$ cat src/rtl/writeback_commit_arbiter_pkg.sv
// rtl/writeback_commit_arbiter_pkg.sv - shared core types for the writeback commit path
package writeback_commit_arbiter_pkg;

   localparam int TAG_W  = 4;
   localparam int WORD_W = 32;

   typedef logic [TAG_W-1:0]  RegTag;
   typedef logic [WORD_W-1:0] Word;

   typedef struct packed {
      logic n;
      logic z;
      logic c;
      logic v;
   } StatusFlags;

   // All-ones tag is reserved to mean "this slot carries no register write".
   localparam RegTag NULL_REG_TAG = {TAG_W{1'b1}};

   typedef struct packed {
      RegTag      resultRegTag;
      Word        resultValue;
      RegTag      autoIncRegTag;
      Word        autoIncValue;
      StatusFlags psrValue;
      logic       psrUpdated;
   } WbSignals;

   typedef enum logic {
      IDLE,
      SECOND
   } CommitState;

   typedef enum logic [1:0] {
      WB_NONE,
      WB_RESULT,
      WB_AUTOINC,
      WB_DUAL
   } WbClass;

   // Equal non-null tags collapse to a result-only write; the result wins.
   function automatic WbClass classify(input RegTag resultTag, input RegTag autoIncTag);
      logic hasResult;
      logic hasAutoInc;
      hasResult  = (resultTag != NULL_REG_TAG);
      hasAutoInc = (autoIncTag != NULL_REG_TAG);
      if (hasResult && hasAutoInc && (resultTag != autoIncTag)) return WB_DUAL;
      if (hasResult)                                           return WB_RESULT;
      if (hasAutoInc)                                          return WB_AUTOINC;
      return WB_NONE;
   endfunction

endpackage

$ cat src/rtl/writeback_commit_arbiter_sat_counter16.sv
// rtl/writeback_commit_arbiter_sat_counter16.sv - 16-bit saturating event counter
module sat_counter16 (
   input  logic        clk,
   input  logic        rst_n,
   input  logic        inc,
   output logic [15:0] count
);

   always_ff @(posedge clk or negedge rst_n) begin
      if (!rst_n) begin
         count <= 16'h0000;
      end else if (inc && (count != 16'hFFFF)) begin
         count <= count + 16'd1;
      end
   end

endmodule

$ cat src/rtl/writeback_commit_arbiter.sv
// rtl/writeback_commit_arbiter.sv - serialises dual writeback bundles onto one register-file write port
module writeback_commit_arbiter
   import writeback_commit_arbiter_pkg::*;
(
   input  logic       clk,
   input  logic       rst_n,
   input  logic       inValid,
   output logic       inReady,
   input  WbSignals   inSignals,
   output logic       rfWriteEnable,
   output RegTag      rfWriteTag,
   output Word        rfWriteValue,
   output logic       psrWriteEnable,
   output StatusFlags psrWriteValue,
   output logic [15:0] stallCount
);

   CommitState state;
   RegTag      heldTag;
   Word        heldValue;
   WbClass     wbClass;

   assign wbClass = classify(inSignals.resultRegTag, inSignals.autoIncRegTag);
   assign inReady = (state == IDLE) && rst_n;

   always_ff @(posedge clk or negedge rst_n) begin
      if (!rst_n) begin
         state          <= IDLE;
         heldTag        <= NULL_REG_TAG;
         heldValue      <= '0;
         rfWriteEnable  <= 1'b0;
         rfWriteTag     <= NULL_REG_TAG;
         rfWriteValue   <= '0;
         psrWriteEnable <= 1'b0;
         psrWriteValue  <= '0;
      end else begin
         rfWriteEnable  <= 1'b0;
         psrWriteEnable <= 1'b0;
         case (state)
            IDLE: begin
               if (inValid) begin
                  psrWriteEnable <= inSignals.psrUpdated;
                  if (inSignals.psrUpdated) psrWriteValue <= inSignals.psrValue;
                  case (wbClass)
                     // autoInc goes first so the result is the last value seen for its tag
                     WB_DUAL: begin
                        rfWriteEnable <= 1'b1;
                        rfWriteTag    <= inSignals.autoIncRegTag;
                        rfWriteValue  <= inSignals.autoIncValue;
                        heldTag       <= inSignals.resultRegTag;
                        heldValue     <= inSignals.resultValue;
                        state         <= SECOND;
                     end
                     WB_RESULT: begin
                        rfWriteEnable <= 1'b1;
                        rfWriteTag    <= inSignals.resultRegTag;
                        rfWriteValue  <= inSignals.resultValue;
                     end
                     WB_AUTOINC: begin
                        rfWriteEnable <= 1'b1;
                        rfWriteTag    <= inSignals.autoIncRegTag;
                        rfWriteValue  <= inSignals.autoIncValue;
                     end
                     default: ;
                  endcase
               end
            end
            SECOND: begin
               rfWriteEnable <= 1'b1;
               rfWriteTag    <= heldTag;
               rfWriteValue  <= heldValue;
               state         <= IDLE;
            end
            default: state <= IDLE;
         endcase
      end
   end

   sat_counter16 uStallCounter (
      .clk   (clk),
      .rst_n (rst_n),
      .inc   (inValid && !inReady),
      .count (stallCount)
   );

endmodule

$ cat config.mk
export PLATFORM = sky130hd
export DESIGN_NAME = writeback_commit_arbiter
export DESIGN_NICKNAME = d
export VERILOG_FILES = /design/src/rtl/writeback_commit_arbiter_pkg.sv /design/src/rtl/writeback_commit_arbiter_sat_counter16.sv /design/src/rtl/writeback_commit_arbiter.sv
export SDC_FILE = /design/constraint.sdc
export NUM_CORES = 1
export LEC_CHECK = 0
export CAP_MARGIN = 20
export CORE_AREA = 5 5 113 115
export DETAILED_ROUTE_END_ITERATION = 10
export DIE_AREA = 0 0 118 120
export PLACE_DENSITY_LB_ADDON = 0.08
export SLEW_MARGIN = 25
export SYNTH_ARGS = -nofsm -noshare
export SYNTH_HDL_FRONTEND = slang
export SYNTH_SLANG_ARGS = --single-unit
$ cat constraint.sdc
create_clock -name clk -period 2.3 [get_ports clk]
set_clock_uncertainty 0.05 [all_clocks]
set_input_delay 0.23 -clock clk [delete_from_list [all_inputs] [get_ports clk]]
set_output_delay 0.23 -clock clk [all_outputs]
set_load 0.02 [all_outputs]
Word-level counts from Yosys, hierarchy flattened
Index checks and enable logic that the tools add are counted.
{ "totals": {"ff_bits": 95, "latchBits": 0, "ramBits": 0, "mem_bits_ro": 0, "elab_cells": 60, "n_memories": 0} }
{ "classes": {"addsub": 1, "multipliers": 0, "div_mod_pow": 0, "n_lt_le_gt_ge": 0, "n_eq_ne": 9, "n_shift": 0, "mux": 26, "bitwise_logic": 1, "reduce_logical": 11} }
{ "ops": {"columns": ["operator", "count"], "rows": [
  ["one-hot mux 32 bit (2 select lines)", 2],
  ["2-to-1 mux 32 bit", 1],
  ["adder 16 x 1 -> 16 bit, second input constant", 1],
  ["!= test 16 bit, second input constant", 1],
  ["one-hot mux 4 bit (2 select lines)", 2],
  ["2-to-1 mux 1 bit", 12],
  ["2-to-1 mux 2 bit", 6],
  ["!= test 4 bit, second input constant", 2],
  ["AND reduction 3 bit", 2],
  ["logical AND 1 bit", 5],
  ["== test 2 bit, second input constant", 2],
  ["2-to-1 mux 4 bit", 1],
  ["!= test 4 bit", 1],
  ["one-hot mux 1 bit (2 select lines)", 2],
  ["!= test 3 x 2 -> 1 bit, second input constant", 1],
  ["OR reduction 3 bit", 1],
  ["== test 2 x 1 -> 1 bit, second input constant", 1],
  ["!= test 2 bit, second input constant", 1],
  ["AND reduction 2 bit", 1],
  ["OR reduction 2 bit", 1],
  ["zero test 1 bit", 1],
  ["NOT 1 bit", 1]
]} }

Longest topological paths before layout
Gate-level depths: netlist (run 1).
{ "depth": {"word_depth": 15, "mapped_depth": 8, "depth_no_buf": 6} }

Modules after synthesis
From an unflattened synthesis (run 1), not the netlist that was laid out.
{ "unflattened": {"hier_cells": 420, "hier_area_um2": 4708.3} }
{ "modules_own_cells": {"columns": ["mod", "instances", "cells_each", "area_each_um2", "seq_area_each_um2"], "rows": [
  ["writeback_commit_arbiter", 1, 348, 3848.7, 1986.9],
  ["sat_counter16", 1, 72, 859.6, 400.4]
]} }

Worst setup path before layout (run 1)
No wires, ideal clock.
{ "synth_path": {"kind": "reg-to-reg", "startpoint": "reg uStallCounter.count[0]", "endpoint": "reg uStallCounter.count[4]", "arrival_time_ns": 1.599, "t_required_ns": 2.118, "setup_slack_ns": 0.519, "stages_incl_launch_ff": 7, "synth_period_minus_slack_ns": 1.781, "path_cell_list": "dfrtp_1 ha_1 and2_1 nand4_1 o21ba_2 and3_1 xor2_1"} }
{ "synth_between": {"elab_chain_len": 2, "word_cells_on_any_way": 3, "classes_between": "add/sub (1); eq/ne (1); reduce/logical (1)"} }
{ "synth_rtl": {"columns": ["item", "line_no", "text"], "rows": [
  ["start, declared", "writeback_commit_arbiter_sat_counter16.sv:6", "output logic [15:0] count"],
  ["start signal, assigned", "writeback_commit_arbiter_sat_counter16.sv:13", "count <= count + 16'd1;"],
  ["parallel branches: the longest is 2 deep, another holds adder 16 x 1 -> 16 bit", null, null]
]} }
Several ways; the timed one is not identified.
A chain may end at the register's enable or synchronous reset.

Final worst setup path (run 1)
{ "layout_path": {"startpoint": "in inSignals[75] (netlist bit)", "endpoint": "reg rfWriteValue[24]"} }
{ "layout_between": {"elab_chain_len": 11, "word_cells_on_any_way": 21, "classes_between": "eq/ne (6); mux (11); reduce/logical (4)"} }
{ "layout_rtl": {"columns": ["item", "line_no", "text"], "rows": [
  ["start, declared", "writeback_commit_arbiter.sv:9", "input WbSignals inSignals,"],
  ["!= test 4 bit", "writeback_commit_arbiter_pkg.sv:45", "hasResult = (resultTag != NULL_REG_TAG);"],
  ["2-to-1 mux 2 bit", "writeback_commit_arbiter_pkg.sv:48", "if (hasResult) return WB_RESULT;"],
  ["2-to-1 mux 2 bit", "writeback_commit_arbiter_pkg.sv:49", "if (hasAutoInc) return WB_AUTOINC;"],
  ["2-to-1 mux 2 bit", "writeback_commit_arbiter_pkg.sv:50", "return WB_NONE;"],
  ["2-to-1 mux 2 bit", "writeback_commit_arbiter_pkg.sv:49", null],
  ["2-to-1 mux 2 bit *", "writeback_commit_arbiter_pkg.sv:48", null],
  ["== test 2 bit", "writeback_commit_arbiter.sv:44", "case (wbClass)"],
  ["OR reduction 2 bit (no line)", null, null],
  ["one-hot mux 32 bit (2 select lines)", "writeback_commit_arbiter.sv:44", null],
  ["2-to-1 mux 32 bit", "writeback_commit_arbiter.sv:41", "if (inValid) begin"],
  ["one-hot mux 32 bit (2 select lines)", "writeback_commit_arbiter.sv:39", "case (state)"],
  ["end signal, assigned", "writeback_commit_arbiter.sv:49", "rfWriteValue <= inSignals.autoIncValue;"],
  ["end signal, assigned", "writeback_commit_arbiter.sv:57", "rfWriteValue <= inSignals.resultValue;"],
  ["end signal, assigned", "writeback_commit_arbiter.sv:62", "rfWriteValue <= inSignals.autoIncValue;"],
  ["end, declared", "writeback_commit_arbiter.sv:12", "output Word rfWriteValue,"]
]} }
Mark *: on every way between the ends. The rest lies on a longest branch, timed or not. The select of a mux whose other input is x is not followed.

==> impl_metrics.py, run 1 <==
metrics = {
    "outcome": {
        "status": "finished clean",
    },
    "detailed_routing": {
        "viasPerCell": 5.456,
        "wirelength_um": 12400,
        "drc": 0,
        "met2_length_um": 5961,
        "wl_met3_um": 605,
        "first_pass_iters": 4,
        "m1WireLength_um": 5611,
        "routed.top_layer": "met4",
        "drtIter0Drc": 305,
        "drtAntennaViolNets": 0,
        "wl_per_cell_um": 17.42,
        "via_count": 3885,
    },
    "timing": {
        "timing.final.crit_period_ps": 2085,
        "finalSetupViolations": 0,
        "fmax_mhz": 479.7,
        "maxSlewViolCount": 0,
        "worstMarginPinSlew_ps": 1016,
        "rsz0062_at_grt": "no",
        "fin_crit_sh_pct": 90.64,
        "hold_violations": 0,
        "slew_headroom_pct": 32.25,
    },
    "cts": {
        "post_cts_buffers": 0,
        "post_cts_resized": 0,
        "clk_path_buf_depth": 2,
        "clkLatencyLatePin_ps": 330,
        "path_clk_slew_ps": 60,
        "cts.htree.levels": 3,
        "cts_root_buffer": "clkbuf_16",
        "cts_inserted_buffers": 9,
        "hold_buffers": 1,
        "clock-sinks": 95,
        "cts_tree": "built",
    },
    "synthesis": {
        "async_flop_share_pct": 100.0,
        "yosys-top-cells-count": "dfrtp_1 (87), a221oi_1 (64), nand2_1 (47)",
        "yosysTopAreaCellShare_pct": 48.19,
        "avgSynthCellArea_um2": 10.94,
        "yosysWarnings": 0,
        "synthCells": 413,
        "yosys-top-cells-area": "dfrtp_1 (48%), a221oi_1 (12%), mux2_1 (7.2%)",
        "synth_most_common_cell": "dfrtp_1",
        "ys_seq_area_share_pct": 52.84,
        "synth_edf_count": 0,
        "syn_area_um2": 4518,
        "yosys.area.top_type": "dfrtp_1",
        "synth.net_count": 494,
        "post_synth_num_cell_types": 39,
        "ys_ff_latch": 95,
        "synthFlopType": "dfrtp_1",
    },
    "worst_setup_path": {
        "crit_path_end_kind": "register",
        "start_kind": "input pin",
        "arrival_ps": 2190,
        "crit_type": "input pin to register",
        "cp_max_fo": 17,
        "cp.required_ps": 2400,
    },
    "placed_design": {
        "dp.final_hpwl_um": 8690,
        "place_inst": 694,
        "gp_congestion": 0.8237,
        "portBuffers": 138,
    },
    "grt": {
        "grt_pass1_wl_um": 20760,
        "grt_max_degree": 104,
        "grt_pass1_vias": 4179,
        "overflow": 0,
        "antenna_found_initial": 1,
        "grt_usage_pct": 17.68,
    },
    "final_layout": {
        "fin_cells": 712,
        "layout-drive-gt1-share_pct": 10.99,
        "fin_nets": 640,
        "seq_area_um2": 2391,
        "multi_input_area_um2": 1881,
        "syn2layout_area_growth_pct": 43.89,
        "fillers": 1066,
    },
    "power": {
        "peakVddDrop_mv": 0.3870,
        "leakage_nw": 2.679,
        "total_power_mw": 5.462,
        "powerDensity_nw_per_um2": 840.2,
    },
    "floorplan": {
        "rows": 40,
        "fp.dieW_um": 118,
        "die-height_um": 120,
        "coreArea_um2": 11710,
        "dieArea_um2": 14160,
        "start_util_pct": 38.58,
        "pin_count": 139,
    },
    "run": {
        "cap_violations": 0,
    },
    "worst_hold_path": {
        "min_path_type": "input pin to register",
    },
}
final timing paths:
path / start / end / slack, ps / depth (start not counted)
worst max-delay path: inSignals[75] / rfWriteValue[24]$_DFFE_PN0P_ / 220 / 7
worst min-delay path: inSignals[63] / rfWriteValue[22]$_DFFE_PN0P_ / 420 / 3
worst max register to register: state$_DFF_PN0_ / rfWriteTag[3]$_DFFE_PN1P_ / 390 / 4
worst min register to register: uStallCounter.count[9]$_DFFE_PN0P_ / uStallCounter.count[9]$_DFFE_PN0P_ / 440 / 1
max in group asynchronous: rst_n / heldValue[9]$_DFFE_PN0P_ / 630 / 4
min in group asynchronous: rst_n / uStallCounter.count[5]$_DFFE_PN0P_ / 500 / 3
per-layer routing:
metal | vias up | global-route usage, %
met2 | 120 | 28.75
met3 | 15 | 3.582
met4 | 0 | 7.384
met1 | 1926 | 23.04
li1 | 1824 | -
met5 | - | 0
where the power goes:
part | leakage (nW) | switching [mW] | internal, mW | total (mW)
clock | 0.137 | 0.595 | 0.825 | 1.42
combinational | 1.42 | 0.825 | 0.883 | 1.71
sequential | 1.13 | 0.275 | 2.06 | 2.33
total | 2.68 | 1.69 | 3.77 | 5.46
cell type report:
cell class	instances	area share [%]
Timing Repair Buffer	163	24.90
Tap cell	147	2.829
Sequential cell	95	36.78
Antenna cell	1	0.03849
Multi-Input combinational cell	252	28.93
Inverter	38	2.194
Clock buffer	16	4.330
placed cells by master (no fill, tap or decap), drive strengths merged, types with 2 or more instances in the layout:
master,count
a221oi,64
o211ai,3
and3,3
a22oi,2
nand2,47
nor2,5
xor2,8
xnor2,10
a21oi,3
o22a,4
o21a,2
nor3,33
nand4,7
dfrtp,87
o221ai,2
nor4b,2
o21ai,4
clkbuf,16
clkdlybuf4s50,137
nand3,6
buf,25
inv,38
and4,2
mux2,37
dfstp,8
flip-flops by register name, summed over array words and instances, names as in the netlist:
register,cells
heldTag,4
heldValue,32
psrWriteEnable,1
psrWriteValue,4
rfWriteEnable,1
rfWriteTag,4
rfWriteValue,32
state,1
uStallCounter.count,16
worst max-delay path: stages:
cell             delay, ps
clkdlybuf4s50_1        480
xnor2_1                250
nand3_2                100
o31a_2                 400
buf_4                  220
a221oi_1               350
a221oi_1               140
kinds of logic (layout without fill, tap and decap cells):
group | after synthesis | in the layout | share of synthesized area (%)
AND/OR/NAND/NOR | 108 | 108 | 11.74
other | 0 | 1 | 0
AO/OA/AOI/OAI | 87 | 87 | 16.20
flip-flops | 95 | 95 | 52.84
XOR/XNOR | 18 | 18 | 3.489
buffers and inverters | 66 | 217 | 6.009
multiplexers | 38 | 38 | 9.443
adder cells (fa/ha/maj) | 1 | 1 | 0.2769
stage by stage:
stage	setup slack, ps	hold WS, ps	instance area [µm²]	TNS [ps]	util (%)
6_report	215.3	422.5	6501	0	55.51
5_1_grt	66.83	440.1	6501	0	55.51
4_1_cts	196.8	423.0	6499	0	55.49
3_5_place_dp	-166.7	355.6	6207	-3803	53.00
3_3_place_gp	-29.20	350.6	6207	-120.6	53.00
2_1_floorplan	518.6	-115.6	4518	0	-
No activity file was read; power rests on OpenSTA's default activity.
==> run 2: changes to the inputs <==
- PLACE_DENSITY: not set -> 0.67
- PLACE_DENSITY_LB_ADDON: 0.08 -> not set
==> run 2 against run 1 <==
Effect of this change: clock-buffer cell count is 4 lower; sequential share of layout area is 0.29 points lower; utilization is 0.45 points higher; setup slack worse by 65 ps; critical path depth is 4 lower; first-iteration DRC count is 19% lower; worst hold slack worse by 7.5 ps; die area stayed put; via count is 1.7% lower; cell area is 0.81% higher; power is 4.7% higher; cell count is 0.28% lower.
==> impl_metrics.py, run 2 (synthesis gave the netlist of run 1 again) <==
metrics = {
    "grt": {
        "grt_pass1_wl_um": 20350,
        "grt_pass1_vias": 4032,
        "overflow": 0,
        "grt_usage_pct": 17.55,
        "grt_max_degree": 54,
        "antenna_found_initial": 0,
    },
    "timing": {
        "slew_headroom_pct": 54.76,
        "fin_crit_sh_pct": 93.45,
        "worstMarginPinSlew_ps": 678.6,
        "rsz0062_at_grt": "no",
        "hold_ws_ps": 415.0,
        "finalSetupViolations": 0,
        "maxSlewViolCount": 0,
        "fin_tns_setup_ps": 0,
        "hold_violations": 0,
        "fmax_mhz": 465.3,
        "setup_slack_ps": 150.6,
        "timing.final.crit_period_ps": 2149,
    },
    "placed_design": {
        "gp_congestion": 0.7658,
        "dp.final_hpwl_um": 8605,
        "place_ws_ps": 12.23,
        "place_area_um2": 6212,
        "portBuffers": 138,
        "place_inst": 693,
    },
    "worst_setup_path": {
        "start_kind": "register",
        "crit_path_end_kind": "primary output",
        "r2r_start": "state$_DFF_PN0_",
        "cp.required_ps": 2020,
        "critPathSlowestCell": "clkdlybuf4s50_1",
        "cp_max_fo": 20,
        "crit_type": "register to primary output",
        "arrival_ps": 1870,
        "critPathLaunch": "state$_DFF_PN0_",
        "cpPeakStageDelay_ps": 610,
        "path_cells": "nand2b_1, inv_1, clkdlybuf4s50_1",
    },
    "cts": {
        "clock-sinks": 95,
        "post_cts_resized": 0,
        "clkLatencyLatePin_ps": 350,
        "cts_root_buffer": "clkbuf_16",
        "clk_path_buf_depth": 2,
        "cts_tree": "built",
        "cts.htree.levels": 3,
        "cts_inserted_buffers": 9,
        "path_clk_slew_ps": 60,
    },
    "power": {
        "powerDensity_nw_per_um2": 872.6,
        "total_power_mw": 5.719,
        "peakVddDrop_mv": 0.4816,
        "p_seq_share_pct": 40.9,
        "intPower_mw": 4.006,
        "leakage_nw": 2.707,
        "p_sw_share_pct": 29.95,
        "pwr-share-comb_pct": 29.7,
        "power_frac_clock_pct": 29.5,
        "power.switching_mw": 1.713,
    },
    "floorplan": {
        "start_util_pct": 38.58,
        "die-height_um": 120,
        "pin_count": 139,
        "rows": 40,
        "coreArea_um2": 11710,
        "dieArea_um2": 14160,
        "fp.dieW_um": 118,
    },
    "detailed_routing": {
        "viasPerCell": 5.380,
        "drtIter0Drc": 246,
        "drtAntennaViolNets": 0,
        "drc": 0,
        "first_pass_iters": 4,
        "wl_per_cell_um": 16.98,
        "via_count": 3820,
        "wirelength_um": 12050,
    },
    "final_layout": {
        "mostFrequentLayoutCells": "clkdlybuf4s50_1 (137), dfrtp_1 (86), a221oi_1 (64), nand2_1 (47), inv_1 (37)",
        "antenna_cells": 0,
        "final_common_cell": "clkdlybuf4s50_1",
        "layout-drive-gt1-share_pct": 11.01,
        "syn2layout_area_growth_pct": 45.06,
        "finish.instance_area_um2": 6554,
        "fin_nets": 639,
        "fin_cells": 710,
        "reg.largest.list": "heldValue (32), rfWriteValue (32), uStallCounter.count (16)",
        "fin_util_pct": 55.96,
    },
    "outcome": {
        "status": "finished clean",
    },
    "run": {
        "cap_violations": 0,
    },
    "worst_hold_path": {
        "min_path_type": "input pin to register",
        "hp-start": "inSignals[64]",
    },
}
==> run 2: cell count changes in the layout (fill, tap and decap cells not counted) <==
cell	before	now
buf_12	4	5
buf_4	21	19
bufinv_16	0	3
clkbuf_1	4	3
clkbuf_8	3	0
clkinv_2	0	1
diode_2	1	0
==> run 2: worst paths after layout <==
path                            cells after the start                                  end  slack, ps
worst max-delay path                                3                              inReady        150
worst min-delay path                                3         rfWriteValue[23]$_DFFE_PN0P_        410
worst max register to register                      7  uStallCounter.count[15]$_DFFE_PN0P_        450
worst min register to register                      1  uStallCounter.count[15]$_DFFE_PN0P_        440
max in group asynchronous                           3                      state$_DFF_PN0_       1170
min in group asynchronous                           3  uStallCounter.count[15]$_DFFE_PN0P_        470
==> run 2: critical path: cells and delay by family (launching register included) <==
| family | cells | cell delay [ps] |
|---|---|---|
| buffers and inverters | 2 | 720 |
| flip-flops | 1 | 580 |
| AND/OR/NAND/NOR | 1 | 220 |
==> run 2: what timing repair did <==
item,4_1_cts,5_1_grt
hold buffers,1,0
setup buffers,0,0
endpoints found under the setup margin,0,0
hold endpoints to repair,42,0
==> run 2: layout make-up <==
type | instances | area, µm²
Fill cell | 1047 | 5157
Sequential cell | 95 | 2391
Multi-Input combinational cell | 252 | 1881
Timing Repair Buffer | 162 | 1624
Clock buffer | 12 | 236.5
Tap cell | 147 | 183.9
Inverter | 38 | 142.6
Clock inverter | 4 | 95.09
==> run 2: power groups by stage <==
stage / logic [mW] / clock network (mW) / registers (mW)
2_1_floorplan: 0.615 / 0 / 2.58
3_3_place_gp: 1.68 / 0 / 2.35
3_5_place_dp: 1.71 / 0 / 2.36
4_1_cts: 1.72 / 1.71 / 2.34
5_1_grt: 1.84 / 1.78 / 2.39
6_report: 1.70 / 1.69 / 2.34
==> run 2: layer usage <==
metal  up-vias  GRT usage (%)  wire length [µm]
met5         -              0                 0
met4         0          6.523               211
met3        18          4.100               575
met2       105          28.96              5853
met1      1880          22.50              5413
li1       1817              -                 -
